`src/rtl/bcd_autoscale_converter.sv`:
```
`timescale 1ns/1ps
// Sequential binary-to-BCD converter (double dabble, one bit per clock) that
// autoscales the result down to four displayed digits plus a decimal-shift count.
module bcd_autoscale_converter #(
    parameter int BINARY_WIDTH = 24,
    parameter int BCD_DIGITS   = 8,
    parameter int SHIFT_WIDTH  = 3
) (
    input  logic                    clk,
    input  logic                    reset,
    input  logic                    start,
    input  logic [BINARY_WIDTH-1:0] binary_in,
    output logic                    ready,
    output logic                    done_tick,
    output logic [3:0]              bcd3,
    output logic [3:0]              bcd2,
    output logic [3:0]              bcd1,
    output logic [3:0]              bcd0,
    output logic [SHIFT_WIDTH-1:0]  autoscale_shifts
);

    localparam int BCD_W = BCD_DIGITS * 4;
    localparam int N_W   = $clog2(BINARY_WIDTH + 1);

    typedef enum logic [1:0] {IDLE, CONVERT, SCALE, DONE} state_t;

    state_t                  state_q;
    logic [BINARY_WIDTH-1:0] shift_reg_q;
    logic [BCD_W-1:0]        bcd_work_q;
    logic [N_W-1:0]          n_q;
    logic [SHIFT_WIDTH-1:0]  s_q;
    logic                    ready_q;
    logic                    done_q;
    logic [15:0]             digits_q;
    logic [SHIFT_WIDTH-1:0]  shifts_q;

    logic [BCD_W-1:0]              bcd_adj;
    logic [BCD_W+BINARY_WIDTH-1:0] dabble_d;
    logic [BCD_W-1:0]              bcd_scaled_d;
    logic                          upper_nonzero;
    logic [3:0]                    digit;

    // Add-3 correction on every digit, then shift the joint {bcd, binary} register.
    always_comb begin
        bcd_adj = '0;
        digit   = '0;
        for (int i = 0; i < BCD_DIGITS; i++) begin
            digit = bcd_work_q[4*i +: 4];
            bcd_adj[4*i +: 4] = (digit >= 4'd5) ? digit + 4'd3 : digit;
        end
        dabble_d      = {bcd_adj, shift_reg_q} << 1;
        bcd_scaled_d  = {4'd0, bcd_work_q[BCD_W-1:4]};
        upper_nonzero = |bcd_work_q[BCD_W-1:16];
    end

    always_ff @(posedge clk or posedge reset) begin
        if (reset) begin
            state_q     <= IDLE;
            shift_reg_q <= '0;
            bcd_work_q  <= '0;
            n_q         <= '0;
            s_q         <= '0;
            ready_q     <= 1'b1;
            done_q      <= 1'b0;
            digits_q    <= '0;
            shifts_q    <= '0;
        end else begin
            case (state_q)
                IDLE: begin
                    if (start) begin
                        shift_reg_q <= binary_in;
                        bcd_work_q  <= '0;
                        n_q         <= N_W'(BINARY_WIDTH);
                        s_q         <= '0;
                        ready_q     <= 1'b0;
                        state_q     <= CONVERT;
                    end
                end
                CONVERT: begin
                    bcd_work_q  <= dabble_d[BCD_W+BINARY_WIDTH-1:BINARY_WIDTH];
                    shift_reg_q <= dabble_d[BINARY_WIDTH-1:0];
                    n_q         <= n_q - N_W'(1);
                    if (n_q == N_W'(1)) begin
                        state_q <= SCALE;
                    end
                end
                SCALE: begin
                    // Truncating scale: drop the lowest digit until only four remain.
                    if (upper_nonzero) begin
                        bcd_work_q <= bcd_scaled_d;
                        s_q        <= s_q + SHIFT_WIDTH'(1);
                    end else begin
                        digits_q <= bcd_work_q[15:0];
                        shifts_q <= s_q;
                        done_q   <= 1'b1;
                        state_q  <= DONE;
                    end
                end
                DONE: begin
                    done_q  <= 1'b0;
                    ready_q <= 1'b1;
                    state_q <= IDLE;
                end
                default: begin
                    state_q <= IDLE;
                    ready_q <= 1'b1;
                    done_q  <= 1'b0;
                end
            endcase
        end
    end

    assign ready            = ready_q;
    assign done_tick        = done_q;
    assign bcd3             = digits_q[15:12];
    assign bcd2             = digits_q[11:8];
    assign bcd1             = digits_q[7:4];
    assign bcd0             = digits_q[3:0];
    assign autoscale_shifts = shifts_q;

endmodule

```
`config.mk`:
```
export PLATFORM = sky130hd
export DESIGN_NAME = bcd_autoscale_converter
export DESIGN_NICKNAME = d
export VERILOG_FILES = /design/src/rtl/bcd_autoscale_converter.sv
export SDC_FILE = /design/constraint.sdc
export NUM_CORES = 1
export LEC_CHECK = 0
export ABC_CLOCK_PERIOD_IN_PS = 3000
export BUFFER_PORTS_ARGS = -buffer_cell sky130_fd_sc_hd__buf_2
export CAP_MARGIN = 20
export CORE_MARGIN = 2
export CORE_UTILIZATION = 25
export CTS_CLUSTER_SIZE = 14
export DETAILED_ROUTE_END_ITERATION = 8
export PLACE_DENSITY = 0.4
export SLEW_MARGIN = 40
export SYNTH_ARGS = -nofsm -noshare
export SYNTH_HDL_FRONTEND = slang
export SYNTH_SLANG_ARGS = --single-unit
```
`constraint.sdc`:
```
create_clock -name clk -period 3 [get_ports clk]
set_input_delay 0.3 -clock clk [delete_from_list [all_inputs] [get_ports clk]]
set_output_delay 0.3 -clock clk [all_outputs]
set_load 0.1 [all_outputs]
```
# Word-level counts from Yosys, hierarchy flattened
# Cells that the tools add are included.
# word_totals
register_bits	87
elab_cells	76
in_bits	27
# classes
magnitude_cmp	8
bitwise_logic	1
n_eq_ne	8
muxes	26
addsub	10
reduce_logical	14
# ops
cell	n
one-hot mux 32 bit (3 select lines)	1
two-way mux 32 bit	2
one-hot mux 24 bit (2 select lines)	1
>= comparator 4 x 3 -> 1 bit, second input constant	8
adder 4 x 2 -> 4 bit, second input constant	7
two-way mux 4 bit	7
two-way mux 24 bit	1
OR reduction 16 bit	1
one-hot mux 5 bit (2 select lines)	1
two-way mux 3 bit	3
AND reduction 3 bit	3
!= test 2 bit, second input constant	4
one-hot mux 2 bit (4 select lines)	1
AND reduction 2 bit	4
nonzero test 2 bit	4
two-way mux 2 bit	3
one-hot mux 3 bit (2 select lines)	1
== test 5 x 1 -> 1 bit, second input constant	1
two-way mux 5 bit	1
subtractor 5 x 1 -> 5 bit, second input constant	1
== test 2 bit, second input constant	2
one-hot mux 1 bit (2 select lines)	2
adder 3 x 1 -> 3 bit, second input constant	1
adder 3 x 2 -> 3 bit, second input constant	1
other kinds (5)	6

# Longest topological paths before layout
# logic_depth
depth_word	3
mapped_depth	8

# Worst setup path before layout
# Ideal clock, no wire load.
# synth_path
kind	register to register
start	register bcd_work_q[20]
end	register bcd_work_q[10]
synth_period_minus_slack_ns	1.860
stages_incl_launch_ff	9
path_slack_ns	1.140
path_buffers	2
arrival_ns	1.785
required_time_ns	2.925
path_cell_list	dfrtp_1 inv_1 ha_1 and4b_4 and4_4 buf_6 or3_4 buf_6 o2bb2ai_2
# synth_via
elab_chain_len	3
# synth_lines
element	line_no	source
start, declared	29	logic [BCD_W-1:0] bcd_work_q;
start signal, assigned	80	bcd_work_q <= dabble_d[BCD_W+BINARY_WIDTH-1:BINARY_WIDTH];
start signal, assigned	90	bcd_work_q <= bcd_scaled_d;
OR reduction 16 bit	53	upper_nonzero = |bcd_work_q[BCD_W-1:16];
!= test 2 bit (no source line)	--	
AND reduction 3 bit (no source line)	--	
# No other way between the ends.
# A chain may end at the register's enable or synchronous reset.

# Worst setup path after layout
# layout_path
start	register state_q[1]
end	register bcd_work_q[15]
# layout_via
elab_chain_len	3
elab_cells_between_ends	8
classes_between	eq/ne (4); mux (1); reduce/logical (3)
# layout_lines
element	line_no	source
start, declared	27	state_t state_q;
start signal, assigned	58	state_q <= IDLE;
start signal, assigned	76	state_q <= CONVERT;
start signal, assigned	84	state_q <= SCALE;
== test 2 bit, or another cell as far along	68	case (state_q)
!= test 2 bit (no source line) or nonzero test 3 bit (tied branches)	--	
AND reduction 3 bit (no source line)	--	
# Parallel ways exist; a longest one is shown, timed or not.

==> metrics.txt <==
status complete, but fails checks; violated checks negative hold slack; relative slew slack 0.634; Syn Nets 568; area of the multi-input gates 2620 sq um; placed insts 801; synthesized area 5070 sq um; initial antenna violation count 0; antenna-violating nets left 0; Root Buffer clkbuf_16; critical-path cell list inv_1 -> ha_1 -> nand2b_1 -> nand2b_1 -> nand2b_1 -> buf_12 -> mux2_2; Die ar. 21400 sq um; Final #Nets 596; clk buf depth 2; most frequent cell after synthesis nand2_1; clock-pin slew on the worst setup and hold paths 0.07 ns; RSZ-0062 raised after global routing no; Final Power 5.25 mW; Core Area 20000 sq um; FF-to-FF path depth 7; first-pass GRT wire length 22000 microns; CTS Sinks 87; TNS Setup 0 ns; final wirelength 13600 microns; synthesized flop and latch total 87; drt pass-1 iters 4; fin. max-slew vios 0; kind of critical path reg2reg; Final Hold Slack -0.00441 ns; final hold viol count 3; Yosys Warn Count 0; post-CTS setup buffer count 0; num ports 48; First DRT Iteration DRCs 291; Reg area 2180 sq um; row cnt 52; Post-synth EDFFs 0; final period utilization 0.750; Avg Inst Size Synth 9.86 sq um; largest fanout on the critical path 30; Post-synth top cells nand2_1, dfrtp_1, o21ai_0; critical path's slowest cell dfrtp_1; power per cell area 889 nW/um^2; ant diodes 0; Async SR Flop Fraction 1.00; input/output buffers 47; CTS resizes 0; post-DR wirelength/cell 16.6 microns; maximum achievable frequency 444 MHz; ys flop type dfrtp_1; crit path launch type register; post-synth top area share 0.425; Final min period 2.25 ns; Synth area leader dfrtp_1; Top cell by count, worst path nand2b_1; via count 4024; Final Util 0.295; Worst Path Arrival 2.49 ns; GRT overflow 0; max_cap viols 0; CTS tree yes; Seq/Total Area, Yosys 0.430; CP Capture Type register; largest net degree at the start of global routing 49; hold-fix buffer count after cts 0; Lkg Pwr 2.58 nW; cell count after synthesis 514; worst skew pair latency 0.35 ns; layout cells sized above 1 0.196; DRC violations left 0; VDD IR max 0.000429 V; Setup Viol. Count Final 0; worst hold path type in2async; vias per inst 4.93; final cell count without fillers 817; P&R area growth vs syn 16.6%; GRT Util Overall 0.131; FILL cells 2150; die height 146 microns; DIE WIDTH 146 microns; worst slew pin tran 0.549 ns; top cells by area, synth dfrtp_1, ha_1, nand2_1; Starting Density 0.253; Inserted Clock Buffers 9; clk_skew 0.00733 ns; Critical Path RT 3.24 ns; number of global-route vias before repair 3975; dpl hpwl 8910 microns; CP max stage delay 0.41 ns; GPL Wtd Cong 0.788; H-Tree Depth 3; Yosys cell types 52
[logic make-up (layout without fill, tap and decap cells)]
group | Yosys count | in the layout | synth area share
AND/OR/NAND/NOR | 151 | 151 | 0.155
XOR/XNOR | 4 | 4 | 0.00691
AO/OA/AOI/OAI | 140 | 140 | 0.203
buffers and inverters | 65 | 98 | 0.0568
adder cells (fa/ha/maj) | 27 | 27 | 0.0667
multiplexers | 40 | 40 | 0.0825
flip-flops | 87 | 87 | 0.430
[report_power, final]
group,internal [mW],switching (mW),leakage (nW)
Clock,0.742,0.528,0.155
Sequential,1.45,0.174,1.15
Combinational,0.725,1.63,1.28
Total,2.92,2.34,2.58
[worst max-delay path: cells and delay by family (launching register included)]
family | cells | cell delay (ns)
and+or+nand+nor | 3 | 0.71
muxes | 1 | 0.35
buffers and inverters | 2 | 0.36
adders and majority gates | 1 | 0.29
DFF | 1 | 0.41
[path summary, 6_finish.rpt]
kind	from	endpoint	slack (ns)
setup / recovery	state_q[1]$_DFFE_PP0P_	bcd_work_q[15]$_DFFE_PP0P_	0.75
hold / removal	reset	digits_q[1]$_DFFE_PP0P_	-0.004
setup reg to reg	state_q[1]$_DFFE_PP0P_	bcd_work_q[15]$_DFFE_PP0P_	0.75
hold reg to reg	digits_q[3]$_DFFE_PP0P_	digits_q[3]$_DFFE_PP0P_	0.47
max in group asynchronous	reset	bcd_work_q[21]$_DFFE_PP0P_	2.33
min in group clk	binary_in[0]	shift_reg_q[0]$_DFFE_PP0P_	0.18
[routing by layer]
metal  global-route usage  vias up  share of wire
met2                0.204      103           0.45
met3               0.0350       15          0.056
li1                     -     1923              -
met5                    0        -              0
met1                0.177     1983           0.48
met4               0.0398        0          0.016
[area by class of cell]
cell class	instances	area share
Multi-Input combinational cell	362	0.443
Sequential cell	87	0.369
Timing Repair Buffer	58	0.0601
Tap cell	270	0.0572
Clock buffer	9	0.0381
Clock inverter	7	0.0176
Inverter	24	0.0157
[layout by cell type, fill, tap and decap left out, types with 3 or more instances in the layout]
master and n:
a31oi_1 12, o2bb2ai_2 10, and2_1 3, buf_2 47
o41ai_1 4, xnor2_1 4, o31ai_1 6, o21ai_0 51
a32oi_1 11, nand2_1 87, clkbuf_16 9, buf_4 8
nor4bb_1 5, a2111oi_0 9, mux2i_1 25, a211o_1 5
nand3_1 3, buf_12 3, dfrtp_1 86, nor2_1 9
and4_1 7, ha_1 26, a2bb2oi_1 4, mux2_2 14
nor2b_1 5, a21oi_1 9, nand2b_1 11, nor3_1 8
a32o_1 5, inv_1 22
[registers in the layout (all words and copies together), names as in the netlist]
register          count
done_tick             1
n_q                   5
digits_q             16
state_q               2
bcd_work_q           32
s_q                   3
ready                 1
shift_reg_q          24
autoscale_shifts      3
[metrics by stage]
| stage | hold slack (ns) | instance area (sq um) | setup WS (ns) |
|---|---|---|---|
| finish | -0.00441 | 5910 | 0.749 |
| global route | 0.0267 | 5910 | 0.571 |
| CTS | 0.0683 | 5910 | 0.741 |
| detailed placement | 0.458 | 5580 | 0.773 |
| global placement | 0.449 | 5580 | 0.872 |
| floorplan | 0.440 | 5070 | 0.451 |
Power figures use the tool's default switching activity.
